## config.mk

```make
export PLATFORM = sky130hd
export DESIGN_NAME = uart_tx_arbiter
export DESIGN_NICKNAME = d
export VERILOG_FILES = /design/src/rtl/uart_pkg.sv /design/src/rtl/rr_arbiter.sv /design/src/rtl/uart_tx_arbiter.sv
export SDC_FILE = /design/constraint.sdc
export NUM_CORES = 1
export LEC_CHECK = 0
export CAP_MARGIN = 20
export CORE_MARGIN = 2
export CORE_UTILIZATION = 50
export CTS_CLUSTER_DIAMETER = 80
export DETAILED_ROUTE_END_ITERATION = 6
export PLACE_DENSITY = 0.85
export SLEW_MARGIN = 15
export SYNTH_ARGS = -nofsm -noshare
export SYNTH_HDL_FRONTEND = slang
export SYNTH_SLANG_ARGS = --single-unit
```

## constraint.sdc

```tcl
create_clock -name clk -period 2.7 [get_ports clk]
set_input_delay 0.54 -clock clk [delete_from_list [all_inputs] [get_ports clk]]
set_output_delay 0.54 -clock clk [all_outputs]
set_load 0.01 [all_outputs]
```

## src/rtl/uart_pkg.sv

```systemverilog
// Shared constants and FSM state encoding for the UART transmit path.
package uart_pkg;

  localparam int unsigned DATA_W   = 8;
  localparam int unsigned CLK_HZ   = 100_000_000;
  localparam int unsigned BAUD     = 9600;
  localparam int unsigned BAUD_DIV = CLK_HZ / BAUD;

  // Packet stall budget: ~20 frame times, rounded up to a whole 100k cycles.
  localparam int unsigned FRAME_BITS    = 10;
  localparam int unsigned TIMEOUT_BYTES = 20;
  localparam int unsigned TIMEOUT_ROUND = 100_000;
  localparam int unsigned TIMEOUT_DFLT  =
    ((BAUD_DIV * FRAME_BITS * TIMEOUT_BYTES + TIMEOUT_ROUND - 1) / TIMEOUT_ROUND) * TIMEOUT_ROUND;
  localparam int unsigned TO_W_DFLT     = 22;

  typedef enum logic [2:0] {
    ST_IDLE      = 3'd0,
    ST_ARB       = 3'd1,
    ST_ISSUE     = 3'd2,
    ST_WAIT_RISE = 3'd3,
    ST_WAIT_FALL = 3'd4,
    ST_HOLD      = 3'd5
  } arb_state_e;

endpackage

```

## src/rtl/rr_arbiter.sv

```systemverilog
// Combinational round-robin pick: first valid index at or above the pointer, wrapping.
module rr_arbiter #(
  parameter  int unsigned NUM_REQ = 4,
  localparam int unsigned ID_W    = $clog2(NUM_REQ)
) (
  input  logic [NUM_REQ-1:0] i_valid,
  input  logic [ID_W-1:0]    i_ptr,
  output logic [ID_W-1:0]    o_idx_c,
  output logic               o_any_c
);

  always_comb begin
    o_idx_c = '0;
    o_any_c = 1'b0;
    for (int unsigned i = 0; i < NUM_REQ; i++) begin
      int unsigned k;
      k = 32'(i_ptr) + i;
      if (k >= NUM_REQ) k = k - NUM_REQ;
      if (!o_any_c && i_valid[ID_W'(k)]) begin
        o_idx_c = ID_W'(k);
        o_any_c = 1'b1;
      end
    end
  end

endmodule

```

## src/rtl/uart_tx_arbiter.sv

```systemverilog
// Packet-granular round-robin sharing of one UART TX core among NUM_REQ byte streams,
// with a stall timeout that revokes a grant whose owner goes quiet mid-packet.
module uart_tx_arbiter #(
  parameter  int unsigned NUM_REQ        = 4,
  parameter  int unsigned DATA_W         = uart_pkg::DATA_W,
  parameter  int unsigned TIMEOUT_CYCLES = uart_pkg::TIMEOUT_DFLT,
  parameter  int unsigned TO_W           = uart_pkg::TO_W_DFLT,
  localparam int unsigned ID_W           = $clog2(NUM_REQ)
) (
  input  logic                      clk,
  input  logic                      reset_n,
  input  logic [NUM_REQ-1:0]        req_valid,
  input  logic [NUM_REQ*DATA_W-1:0] req_data,
  input  logic [NUM_REQ-1:0]        req_last,
  output logic [NUM_REQ-1:0]        req_ready,
  output logic                      tx_start,
  output logic [DATA_W-1:0]         tx_data,
  input  logic                      tx_busy,
  output logic [ID_W-1:0]           grant_id,
  output logic                      grant_active,
  output logic                      timeout_pulse
);

  import uart_pkg::*;

  localparam logic [ID_W-1:0] LAST_ID  = ID_W'(NUM_REQ - 1);
  localparam logic [TO_W-1:0] TO_LIMIT = TO_W'(TIMEOUT_CYCLES - 1);

  arb_state_e         r_state;
  arb_state_e         w_state_nxt;
  logic [ID_W-1:0]    r_ptr;
  logic [ID_W-1:0]    r_grant_id;
  logic               r_grant_active;
  logic [NUM_REQ-1:0] r_req_ready;
  logic               r_tx_start;
  logic [DATA_W-1:0]  r_tx_data;
  logic               r_timeout_pulse;
  logic               r_last_flag;
  logic [TO_W-1:0]    r_to_cnt;

  logic [ID_W-1:0]    w_ptr_nxt;
  logic [ID_W-1:0]    w_grant_id_nxt;
  logic               w_grant_active_nxt;
  logic [NUM_REQ-1:0] w_req_ready_nxt;
  logic               w_tx_start_nxt;
  logic [DATA_W-1:0]  w_tx_data_nxt;
  logic               w_timeout_pulse_nxt;
  logic               w_last_flag_nxt;
  logic [TO_W-1:0]    w_to_cnt_nxt;

  logic [ID_W-1:0]    w_rr_idx;
  logic               w_rr_any;
  logic [ID_W-1:0]    w_ptr_inc;
  logic [DATA_W-1:0]  w_req_bytes [NUM_REQ];

  for (genvar gi = 0; gi < NUM_REQ; gi++) begin : g_bytes
    assign w_req_bytes[gi] = req_data[gi*DATA_W +: DATA_W];
  end

  // Releasing owner drops to lowest priority for the next arbitration.
  assign w_ptr_inc = (r_grant_id == LAST_ID) ? '0 : r_grant_id + 1'b1;

  rr_arbiter #(
    .NUM_REQ (NUM_REQ)
  ) u_rr (
    .i_valid (req_valid),
    .i_ptr   (r_ptr),
    .o_idx_c (w_rr_idx),
    .o_any_c (w_rr_any)
  );

  always_ff @(posedge clk or negedge reset_n) begin
    if (!reset_n) begin
      r_state <= ST_IDLE;
    end else begin
      r_state <= w_state_nxt;
    end
  end

  // Next-state and next values of every registered output.
  always_comb begin
    w_state_nxt         = r_state;
    w_ptr_nxt           = r_ptr;
    w_grant_id_nxt      = r_grant_id;
    w_grant_active_nxt  = r_grant_active;
    w_req_ready_nxt     = '0;
    w_tx_start_nxt      = 1'b0;
    w_tx_data_nxt       = r_tx_data;
    w_timeout_pulse_nxt = 1'b0;
    w_last_flag_nxt     = r_last_flag;
    w_to_cnt_nxt        = r_to_cnt;

    unique case (r_state)
      ST_IDLE: begin
        if ((|req_valid) && !tx_busy) w_state_nxt = ST_ARB;
      end
      ST_ARB: begin
        if (w_rr_any) begin
          w_grant_id_nxt     = w_rr_idx;
          w_grant_active_nxt = 1'b1;
          w_state_nxt        = ST_ISSUE;
        end else begin
          w_state_nxt = ST_IDLE;
        end
      end
      ST_ISSUE: begin
        if (req_valid[r_grant_id]) begin
          w_req_ready_nxt[r_grant_id] = 1'b1;
          w_tx_start_nxt              = 1'b1;
          w_tx_data_nxt               = w_req_bytes[r_grant_id];
          w_last_flag_nxt             = req_last[r_grant_id];
          w_state_nxt                 = ST_WAIT_RISE;
        end else begin
          w_state_nxt = ST_HOLD;
        end
      end
      ST_WAIT_RISE: begin
        if (tx_busy) w_state_nxt = ST_WAIT_FALL;
      end
      ST_WAIT_FALL: begin
        if (!tx_busy) begin
          w_to_cnt_nxt = '0;
          if (r_last_flag) begin
            w_ptr_nxt          = w_ptr_inc;
            w_grant_active_nxt = 1'b0;
            w_state_nxt        = ST_IDLE;
          end else begin
            w_state_nxt = ST_HOLD;
          end
        end
      end
      ST_HOLD: begin
        if (req_valid[r_grant_id]) begin
          w_to_cnt_nxt = '0;
          w_state_nxt  = ST_ISSUE;
        end else if (r_to_cnt == TO_LIMIT) begin
          w_to_cnt_nxt        = '0;
          w_timeout_pulse_nxt = 1'b1;
          w_ptr_nxt           = w_ptr_inc;
          w_grant_active_nxt  = 1'b0;
          w_state_nxt         = ST_IDLE;
        end else begin
          w_to_cnt_nxt = r_to_cnt + TO_W'(1);
        end
      end
      default: begin
        w_state_nxt = ST_IDLE;
      end
    endcase
  end

  always_ff @(posedge clk or negedge reset_n) begin
    if (!reset_n) begin
      r_ptr           <= '0;
      r_grant_id      <= '0;
      r_grant_active  <= 1'b0;
      r_req_ready     <= '0;
      r_tx_start      <= 1'b0;
      r_tx_data       <= '0;
      r_timeout_pulse <= 1'b0;
      r_last_flag     <= 1'b0;
      r_to_cnt        <= '0;
    end else begin
      r_ptr           <= w_ptr_nxt;
      r_grant_id      <= w_grant_id_nxt;
      r_grant_active  <= w_grant_active_nxt;
      r_req_ready     <= w_req_ready_nxt;
      r_tx_start      <= w_tx_start_nxt;
      r_tx_data       <= w_tx_data_nxt;
      r_timeout_pulse <= w_timeout_pulse_nxt;
      r_last_flag     <= w_last_flag_nxt;
      r_to_cnt        <= w_to_cnt_nxt;
    end
  end

  assign req_ready     = r_req_ready;
  assign tx_start      = r_tx_start;
  assign tx_data       = r_tx_data;
  assign grant_id      = r_grant_id;
  assign grant_active  = r_grant_active;
  assign timeout_pulse = r_timeout_pulse;

endmodule

```

==> results_dict.tcl <==
set metrics [dict create \
    status "finished, final reports clean" \
    rows 26 \
    ctsRootBufferMaster "clkbuf_8" \
    synth.avg_cell_area_um2 9.63 \
    routedWlPerCell_um 14.5 \
    synth.area.top_cells "dfrtp_1, mux4_2, nand2_1, a21oi_1, nand3_1" \
    switchingPower_uw 832 \
    timing.rr.start "r_to_cnt[0]" \
    p_clk_frac 0.168 \
    cts_buffers 5 \
    drive_above_1_share 0.103 \
    vias 2288 \
    die-area_mm2 0.00571 \
    synth-adder-area-share 0.0244 \
    rsz0062_at_grt "false" \
    p_int_uw 1530 \
    vias_per_cell 5.71 \
    peakVddDrop_uv 494 \
    wl_mm 5.80 \
    h-tree-depth 2 \
    cts_setup_buffers 0 \
    fmax_mhz 427 \
    synthArstFlopShare 1.00 \
    grt_max_degree 46 \
    drc 0 \
    crit_fanout 24 \
    utilization 0.667 \
    place_inst 392 \
    stdcell_count 401 \
    synth_compound_area_frac 0.151 \
    reg2reg_slack_ns 0.51 \
    worst_hold_path_type "input pin to asynchronous set/reset pin" \
    ys.flop_type "dfrtp_1" \
    criticalPathCategory "input pin to flop" \
    die_w_um 75.6 \
    yosysTopAreaCell "dfrtp_1" \
    io_pins 60 \
    yosysTopAreaCellShare 0.440 \
    grt_usage 0.229 \
    cts.sinks 45 \
    p_per_area_mw_per_mm2 707 \
    synth_mux_area_frac 0.105 \
    tightest_slew_ns 0.670 \
    grt_pass1_vias 2260 \
    synthesis.area_mm2 0.00256 \
    syn2layout_area_growth_pct 30.4 \
    grt_overflow 0 \
    dr.pass1.iters 4 \
    drv_cap 0 \
    ant_nets 0 \
    drv_slew 0 \
    worstSetupStartpointType "input pin" \
    yosys.area_share.simple 0.226 \
    synth-edff-count 0 \
    drt_iter0_drc 140 \
    antenna_found_initial 0 \
    totalPowerFinal_uw 2360 \
    syn-num-nets 314 \
    clkLatencyLatePin_ns 0.30 \
    cp_slowest_cell "mux4_2" \
    slew_headroom 0.550 \
    ctsLongestPathBuffers 2 \
    cp.required_ns 2.92 \
    seq_power_share 0.403 \
    dp.final_hpwl_mm 4.32 \
    seq_area_frac_synth 0.440 \
    cts_hold_buf 0 \
    syn_inst 266 \
    fin_crit_sh 0.868 \
    synth_cell_types 49 \
    worstPathCellList "clkdlybuf4s50_1 -> mux4_2 -> nor3b_4 -> o21a_4 -> o21ai_1 -> a31oi_1" \
    num_antenna_cells 0 \
    io_buffer_count 59 \
    ys_ff_latch 45 \
    start_util 0.511 \
    clk_pin_slew_worst_paths_ns 0.08 \
    finalSetupViolCount 0 \
    cp.arrival_ns 2.56 \
    yosysWarnings 0 \
    timing.hold.ws_ns 0.200 \
    synth-xor-area-share 0.0137 \
    critical_path.max_stage_delay_ns 0.59 \
    ctsResizeCount 0 \
    cts_tree "yes" \
    core_area_mm2 0.00501 \
    p_sw_frac 0.353 \
    r2r_cells 6 \
    skew_ns 0.00775 \
    final_nets 378 \
    p_comb_frac 0.429 \
    die_h_um 75.6 \
    setup-tns-final_ns 0 \
    grt_pass1_wl_mm 9.93 \
    reg2reg_to "r_ptr[1]" \
    synth_top_family_by_area "simple AND/OR/NAND/NOR gates" \
    gp_congestion 0.932 \
    final_hold_viol_count 0 \
    critPathCaptureType "flop" \
    p_leak_uw 0.00142 \
    finalCriticalPeriod_ns 2.34 \
]
registers in the layout, indices dropped and copies added (netlist names), 2 cells and up:
register   count
r_state        3
grant_id       2
r_ptr          2
tx_data        8
req_ready      4
r_to_cnt      22
power groups by stage:
stage / combinational, uW / sequential (uW) / clock, uW
2_1_floorplan: 639 / 953 / 0
3_3_place_gp: 993 / 953 / 0
3_5_place_dp: 1010 / 960 / 0
4_1_cts: 1020 / 949 / 406
5_1_grt: 1120 / 974 / 433
6_report: 1010 / 951 / 396
area by class of cell:
class,count,area [um2]
inverter,11,41.3
sequential,45,1130
clock buffer,8,80.1
tap,70,87.6
fill,424,1670
timing repair buffer,68,673
multi-input combinational,199,1330
critical path: cells and delay by family:
kind	cells	cell delay (ns)
AND/OR/NAND/NOR	1	0.32
buffers and inverters	1	0.47
multiplexers	1	0.59
AO/OA/AOI/OAI	3	0.63
kinds of logic (layout without fill, tap and decap cells):
| logic type | after synthesis | after routing |
|---|---|---|
| multiplexers | 14 | 14 |
| flip-flops | 45 | 45 |
| adder cells (fa/ha/maj) | 5 | 5 |
| AND/OR/NAND/NOR | 116 | 116 |
| AO/OA/AOI/OAI | 60 | 60 |
| XOR/XNOR | 4 | 4 |
| buffers and inverters | 22 | 87 |
cell usage after synthesis, types with 2 or more instances:
library cell  instances
a41oi_1               2
or3_1                 2
nand4_1              10
nand3_1              16
o31ai_1               2
o21ai_1               7
xor2_1                4
ha_1                  5
clkbuf_1              4
inv_1                11
a22o_1                2
mux4_2               10
nor4_1                3
and3_1                7
nand2_1              40
mux2_2                3
a31oi_1              10
and2_1                4
o311ai_0              2
nor2_1               21
buf_6                 2
nor2b_1               2
a21oi_1              16
buf_2                 4
o21ai_0               9
dfrtp_1              45
how the worst max path moves through the flow:
stage | endpoint | slack, ns | startpoint
final | r_to_cnt[14] | 0.36 | req_valid[3]
after global routing | r_to_cnt[17] | 0.16 | req_valid[3]
after global placement | r_to_cnt[5] | 0.13 | req_valid[3]
after detailed placement | r_to_cnt[14] | 0.04 | req_valid[3]
after floorplan | r_to_cnt[19] | 0.68 | grant_id[0]
after CTS | r_to_cnt[5] | 0.36 | req_valid[3]
routing by layer:
layer	global-route usage	routed length, um
met5	0	0
met4	0.0936	101
met3	0.0754	461
met2	0.381	2830
met1	0.273	2400
placed cells by master, fill, tap and decap left out, types with 4 or more instances in the layout:
cell             synthesis  final
ha_1                     5      5
nand3_1                 16     16
dfrtp_1                 45     45
nor2_1                  21     21
a31oi_1                 10     10
buf_4                    0      8
clkdlybuf4s50_1          0     58
nand2_1                 40     40
o21ai_1                  7      7
nand4_1                 10     10
inv_1                   11     11
mux4_2                  10     10
clkbuf_8                 0      5
o21ai_0                  9      9
and2_1                   4      4
xor2_1                   4      4
a21oi_1                 16     16
and3_1                   7      7
through the flow:
stage	instance area [um2]	setup slack [ns]
6_report	3340	0.357
5_1_grt	3340	0.162
4_1_cts	3310	0.357
3_5_place_dp	3230	0.0429
3_3_place_gp	3230	0.128
2_1_floorplan	2560	0.685
Note: power is estimated with default switching activity, not from simulation.
